File: config.mk
export PLATFORM = sky130hd
export DESIGN_NAME = rename_regfile
export DESIGN_NICKNAME = d
export VERILOG_FILES = /design/src/rtl/rename_regfile.sv
export SDC_FILE = /design/constraint.sdc
export NUM_CORES = 2
export LEC_CHECK = 0
export ABC_AREA = 1
export CAP_MARGIN = 10
export CORE_UTILIZATION = 50
export DETAILED_ROUTE_END_ITERATION = 7
export GPL_TIMING_DRIVEN = 0
export PLACE_DENSITY = 0.72
export SYNTH_ARGS = -nofsm -noshare
export SYNTH_HDL_FRONTEND = slang
export SYNTH_SLANG_ARGS = --single-unit
export TNS_END_PERCENT = 100
File: constraint.sdc
create_clock -name i_clk -period 7.01 [get_ports i_clk]
set_input_delay 2.103 -clock i_clk [delete_from_list [all_inputs] [get_ports i_clk]]
set_output_delay 2.103 -clock i_clk [all_outputs]
set_load 0.01 [all_outputs]
File: src/rtl/rename_regfile.sv
// Architectural register file with per-register rename tags (r0 hardwired to zero).
// Define RENAME_BYPASS_EN to forward a tag-matching commit to the read ports in the same cycle.
module rename_regfile #(
    parameter int unsigned RSID_WIDTH = 4
) (
    input  logic                  i_clk,
    input  logic                  i_rst_n,
    input  logic                  i_read_en_1,
    input  logic [4:0]            i_read_addr_1,
    output logic                  o_read_is_rsid_1,
    output logic [31:0]           o_read_data_1,
    input  logic                  i_read_en_2,
    input  logic [4:0]            i_read_addr_2,
    output logic                  o_read_is_rsid_2,
    output logic [31:0]           o_read_data_2,
    input  logic                  i_rename_en,
    input  logic [4:0]            i_rename_addr,
    input  logic [RSID_WIDTH-1:0] i_rename_rsid,
    input  logic                  i_commit_en,
    input  logic [4:0]            i_commit_addr,
    input  logic [RSID_WIDTH-1:0] i_commit_rsid,
    input  logic [31:0]           i_commit_data,
    input  logic                  i_flush,
    output logic [4:0]            o_busy_count
);

    logic [31:0]           r_data [1:31];
    logic [RSID_WIDTH-1:0] r_tag  [1:31];
    logic [31:1]           r_busy;
    logic [4:0]            r_busy_count;

    logic [31:0]           w_data_d [1:31];
    logic [RSID_WIDTH-1:0] w_tag_d  [1:31];
    logic [31:1]           w_busy_d;
    logic [4:0]            w_busy_count_d;

    logic [31:1]           w_ren_hit;
    logic [31:1]           w_com_hit;
    logic [31:1]           w_com_clr;
    logic                  w_inc;
    logic                  w_dec;
    logic [32:0]           w_rd_1;
    logic [32:0]           w_rd_2;

    // Returns {is_rsid, data} for one read port from registered state.
    function automatic logic [32:0] f_read(input logic en, input logic [4:0] addr);
        logic [32:0] result;
        result = '0;
        if (en) begin
            for (int i = 1; i < 32; i++) begin
                if (addr == 5'(i)) begin
                    if (r_busy[i]) begin
                        result = {1'b1, 32'(r_tag[i])};
`ifdef RENAME_BYPASS_EN
                        if (i_commit_en && (i_commit_addr == addr) &&
                            (r_tag[i] == i_commit_rsid)) begin
                            result = {1'b0, i_commit_data};
                        end
`endif
                    end else begin
                        result = {1'b0, r_data[i]};
                    end
                end
            end
        end
        return result;
    endfunction

    always_comb begin
        w_rd_1 = '0;
        w_rd_2 = '0;
        // Outputs are forced quiet while reset is held, bypass included.
        if (i_rst_n) begin
            w_rd_1 = f_read(i_read_en_1, i_read_addr_1);
            w_rd_2 = f_read(i_read_en_2, i_read_addr_2);
        end
    end

    assign o_read_is_rsid_1 = w_rd_1[32];
    assign o_read_data_1    = w_rd_1[31:0];
    assign o_read_is_rsid_2 = w_rd_2[32];
    assign o_read_data_2    = w_rd_2[31:0];
    assign o_busy_count     = r_busy_count;

    always_comb begin
        w_ren_hit = '0;
        w_com_hit = '0;
        w_com_clr = '0;
        for (int i = 1; i < 32; i++) begin
            w_ren_hit[i] = i_rename_en && !i_flush && (i_rename_addr == 5'(i));
            w_com_hit[i] = i_commit_en && (i_commit_addr == 5'(i));
            w_com_clr[i] = w_com_hit[i] && r_busy[i] && (r_tag[i] == i_commit_rsid);
        end
    end

    always_comb begin
        w_data_d = r_data;
        w_tag_d  = r_tag;
        w_busy_d = r_busy;
        for (int i = 1; i < 32; i++) begin
            if (w_com_hit[i]) begin
                w_data_d[i] = i_commit_data;
            end
            if (w_com_clr[i]) begin
                w_busy_d[i] = 1'b0;
            end
            // Rename after commit so a same-register rename keeps busy and wins the tag.
            if (w_ren_hit[i]) begin
                w_busy_d[i] = 1'b1;
                w_tag_d[i]  = i_rename_rsid;
            end
        end
        if (i_flush) begin
            w_busy_d = '0;
        end
    end

    always_comb begin
        w_inc = |(w_ren_hit & ~r_busy);
        w_dec = |(w_com_clr & ~w_ren_hit);
        if (i_flush) begin
            w_busy_count_d = '0;
        end else begin
            w_busy_count_d = r_busy_count + 5'(w_inc) - 5'(w_dec);
        end
    end

    always_ff @(posedge i_clk or negedge i_rst_n) begin
        if (!i_rst_n) begin
            for (int i = 1; i < 32; i++) begin
                r_data[i] <= '0;
                r_tag[i]  <= '0;
            end
            r_busy       <= '0;
            r_busy_count <= '0;
        end else begin
            r_data       <= w_data_d;
            r_tag        <= w_tag_d;
            r_busy       <= w_busy_d;
            r_busy_count <= w_busy_count_d;
        end
    end

endmodule

Word level (Yosys, flattened, before mapping)
Cells that the tools add are included.

Word-level logic and storage cells: 575. Output and inout bits: 71. Bits of input ports: 67. Flip-flop bits (word level): 1152.

Eq/ne operators: 155. Multiplexer cells: 161. Add/sub/neg operators: 2. Bitwise logic cells: 4. Reductions and logical operators: 159.

Operators with widths (number): $mux 33 (97); $eq 5x5->1 const B (64); $eq 5x4->1 const B (32); $logic_and 1x1->1 (125); $eq 4x4->1 (31); $reduce_bool 3->1 (31); $eq 5x3->1 const B (16); $and 31x31->31 (2); $mux 1 (62); $not 31->31 (2); $reduce_or 31->1 (2); $eq 5x2->1 const B (8); $mux 31 (1); $eq 5x1->1 const B (4); $add 5x1->5 (1); $mux 5 (1); $sub 5x1->5 (1); $logic_not 1->1 (1).

Longest topological paths before layout
Depth after elaboration: 34. Depth in mapped cells: 27. Gate-level depth less buffers: 26.

Worst setup path after synthesis
No wires, ideal clock.

Kind: input-to-output. From: in i_read_addr_2[4]. To: out o_read_data_2[27]. Slack: 0.859 ns. Cell stages on the path: 25. Arrival time: 4.048 ns. Cells stage by stage: buf_2 nor2_2 inv_2 nor2_4 inv_2 nor2_4 buf_4 nand2_1 nand3_1 nand2_1 nand3_1 nand2_1 nand3_1 nand2_1 nand3_1 nand2_1 nand3_1 nand2_1 nand3_1 nand2_1 nand3_1 nand2_1 nand3_1 nand2_1 a21oi_1.

Word-level cells in the longest chain between the ends: 34. Elaborated cells on any way between the ends: 64.

Ends and longest elaborated chain: start: declaration (line 13) `input logic [4:0] i_read_addr_2,`; $eq 5x1->1 (line 51) `if (addr == 5'(i)) begin`; $mux 33 (30 in a row) (line 51); $mux 33 (*) (line 51); $mux 33 (*) (line 49) `if (en) begin`; $mux 33 (*) (line 73) `if (i_rst_n) begin`; end: declaration (line 15) `output logic [31:0] o_read_data_2,`.

Every way passes the cells marked *; elsewhere a longest branch is shown, timed or not.

Worst setup path after layout
From: in i_read_addr_2[3]. To: out o_read_is_rsid_2.

Word-level cells in the longest chain between the ends: 34. Elaborated cells on any way between the ends: 64.

Ends and longest elaborated chain: $eq 5x1->1 (line 51); $mux 33 (30 in a row) (line 51); $mux 33 (*) (line 51); $mux 33 (*) (line 49); $mux 33 (*) (line 73); end: declaration (line 14) `output logic o_read_is_rsid_2,`.

Marks and branches as above.

==> out/summary.txt <==
Die width: 368.5 µm
Clock Sinks: 1152
Die height: 368.5 µm
Worst-margin pin slew: 1.613 ns
Yosys cell types: 43
Mux contribution to synthesized area: 0.1938%
Port Buf Inserts: 122
Sw frac: 36.14%
Syn Nets: 10080
Slew headroom: -7.510%
Violated checks: DRC, capacitance limit, slew limit, setup timing
Gr ovfl total: 0
Worst Slack Setup Final: -0.8208 ns
Share of cells above drive strength 1: 20.00%
Clk pwr share: 34.8%
RSZ-0062 raised after global routing: true
Area growth from synthesis to layout: 32.02%
DRC Markers: 21
Ranking of synthesized cells by area: dfrtp_1 (43%), nand2_1 (20%), o21ai_0 (12%)
Clock buffer count from CTS: 138
Num ports: 138
Syn Inst Count: 10010
Crit-path most repeated cell: nand2_2
Reg2Reg Depth: 18
Non-filler cells, final: 12460
Adder-cell share of the synthesized area: 0.1230%
Kind of critical path: in -> out
Net switching power figure: 7.804 mW
Post-synth top area share: 42.93%
Setup Skew: 0.02404 ns
Critical path data required time: 4.91 ns
DP Worst Slack: -3.216 ns
Row count: 134
Status: finished, violations left
Simple-gate share of the synthesized area: 29.97%
Leakage: 40.71 nW
Initial antenna violation count: 42
Sequential share of power: 40.5%
Depth of the worst hold-timing path: 2
R2R Setup Slk: 2.06 ns
Worst setup EP type: output pin
Syn avg cell area: 6.711 µm²
1st-iter DRT viols: 14970
Critical Path Fanout Max: 4
Routed WL: 392.7 mm
Worst reg2reg endpoint: o_busy_count[4]$_DFF_PN0_
Fillers: 11590
Largest family of logic cells by synthesized area: simple AND/OR/NAND/NOR gates
CTS H-Tree Depth: 4
Max-Cap Viols: 5
Clock Path Buffers: 3
Sequential area share after synthesis: 42.93%
Worst setup path endpoint: o_read_is_rsid_2
Die area: 0.1358 mm²
Core ar.: 0.1333 mm²
Max Slew Vio Count: 55
Worst EP arrival: 5.73 ns
Vias in the first global route: 73840
Per-cell routed wire length: 31.51 µm
Maximum VDD drop: 211.0 µV
Worst r2r src: r_busy[14]$_DFFE_PN0P_
Clock transition at path regs: 0.06 ns
Final clock period utilization by the worst path: 111.7%
CTS tree: done
Total Routing Usage GR: 56.22%
CP Launch Type: input port
Latest clock arrival within the worst-skew pair: 0.81 ns
Hold Path Class: reg -> reg
Power per cell area: 243.6 mW/mm²
First-pass GRT wire length: 541.7 mm
Synthesized cell area: 0.06715 mm²
Post-route ant nets: 0
Largest net degree at the start of global routing: 164
Max incr delay on CP: 0.35 ns
Hold Vio Cnt, Final: 0
Critical path origin: i_read_addr_2[3]
Setup TNS: -32.23 ns
Slowest cell on crit path: nand4_1
Top cell type by total area after synthesis: dfrtp_1
Gate power share: 24.7%
Vias: 82060
Hold_buf cts: 0
Tmin final: 7.831 ns
Gp weighted congestion: 1.095
Final-report setup violation count: 66
HPWL Detailed: 283.5 mm
DR pass1 iterations: 8
Synth Area in Compound Gates: 16.52%
Fmax: 0.1277 GHz
Synthesized flop and latch total: 1152
Internal power: 13.79 mW
Initial Util: 50.38%
Clock Tree Root: clkbuf_16
Layout net count: 10590
Placed insts: 11940
Synth warn: 0
Post-detailed-route via-to-cell ratio: 6.586
Xor/xnor share of the synthesized area: 0.7173%
==> power groups by stage <==
stage / clock (mW) / sequential (mW) / combinational [mW]
final: 7.52 / 8.75 / 5.33
after global routing: 7.66 / 8.83 / 5.58
after CTS: 7.40 / 8.68 / 4.77
after detailed placement: 0 / 8.78 / 4.06
after global placement: 0 / 8.85 / 3.91
after floorplan: 0 / 8.54 / 2.28
==> worst max-delay path, delay by kind of cell <==
kind | cells | cell delay [ns]
AND/OR/NAND/NOR | 19 | 2.69
buffers and inverters | 10 | 0.90
==> cell usage in the layout (no fill, tap or decap), types with 277 or more instances in the layout <==
cell	n
nand2_1	2882
nor2_1	397
nand2_2	277
clkbuf_1	516
o21ai_0	1598
nand3_4	306
nand2_4	333
inv_1	910
nand3_1	315
dfrtp_1	1152
==> per-layer routing <==
layer,vias to the layer above,routed length [µm],GRT usage (%)
li1,33270,-,-
met1,38940,134900,70.35
met2,7783,152000,74.98
met3,2048,66640,25.15
met4,28,38770,43.03
met5,-,390,0.7479
==> cell usage after synthesis (all sizes together) <==
master	n
nand2	3511
o21ai	1701
dfrtp	1152
inv	968
nand3	786
clkbuf	616
nor2	503
a21oi	227
nand4	91
a31oi	89
buf	71
xor2	34
clkinv	32
o31ai	30
a2111oi	27
nand3b	26
nor3	22
xnor2	21
o2111ai	18
or2	18
o22ai	17
o211ai	14
mux2i	13
ha	5
nor4	4
o221ai	2
or4	2
a2111o	1
a211oi	1
a21o	1
a221oi	1
and3	1
fa	1
o21a	1
==> cell families after synthesis <==
logic type / count (synthesis)
multiplexers: 13
adder cells (fa/ha/maj): 6
buffers and inverters: 1687
AO/OA/AOI/OAI: 2130
XOR/XNOR: 55
AND/OR/NAND/NOR: 4964
flip-flops: 1152
==> area by class of cell <==
class / instances / area, µm² / share of cell area, %
well taps: 1768 / 2212 / 2.495
inverters: 1000 / 3900 / 4.399
clock inverters: 44 / 474.2 / 0.5349
clock buffers: 199 / 4049 / 4.567
diodes: 76 / 190.2 / 0.2145
multi-input cells: 7168 / 41380 / 46.68
repair buffers: 370 / 4224 / 4.765
flip-flops and latches: 1152 / 28830 / 32.52
plain buffers: 683 / 3397 / 3.832
==> worst min-delay path by stage <==
stage                                  from                      end  slack, ns
finish               r_data[84]$_DFFE_PN0P_   r_data[84]$_DFFE_PN0P_       0.49
CTS                 r_data[544]$_DFFE_PN0P_  r_data[544]$_DFFE_PN0P_       0.49
global route        r_data[714]$_DFFE_PN0P_  r_data[714]$_DFFE_PN0P_       0.49
detailed placement  r_data[544]$_DFFE_PN0P_  r_data[544]$_DFFE_PN0P_       0.47
floorplan           r_data[288]$_DFFE_PN0P_  r_data[288]$_DFFE_PN0P_       0.45
global placement    r_data[254]$_DFFE_PN0P_  r_data[254]$_DFFE_PN0P_       0.47
==> through the flow <==
stage / instance area, µm² / hold WS [ns] / power [mW] / utilization (%)
final: 88660 / 0.4859 / 21.60 / 66.51
after global routing: 88500 / 0.4947 / 22.07 / 66.40
after CTS: 85550 / 0.4863 / 20.85 / 64.19
after detailed placement: 71440 / 0.4728 / 12.84 / 53.60
after global placement: 70590 / 0.4657 / 12.76 / 52.96
after floorplan: 67150 / 0.4478 / 10.82 / -
==> registers in the layout, summed over array words and instances (netlist names) <==
name and count:
r_data 992, r_busy 31, r_tag 124, o_busy_count 5
==> repair_timing <==
item,CTS,global route
endpoints found under the setup margin,67,68
resized for setup,2399,622
pin swaps,598,592
gates cloned,10,2
buffers inserted,147,59
Power figures use the tool's default switching activity.
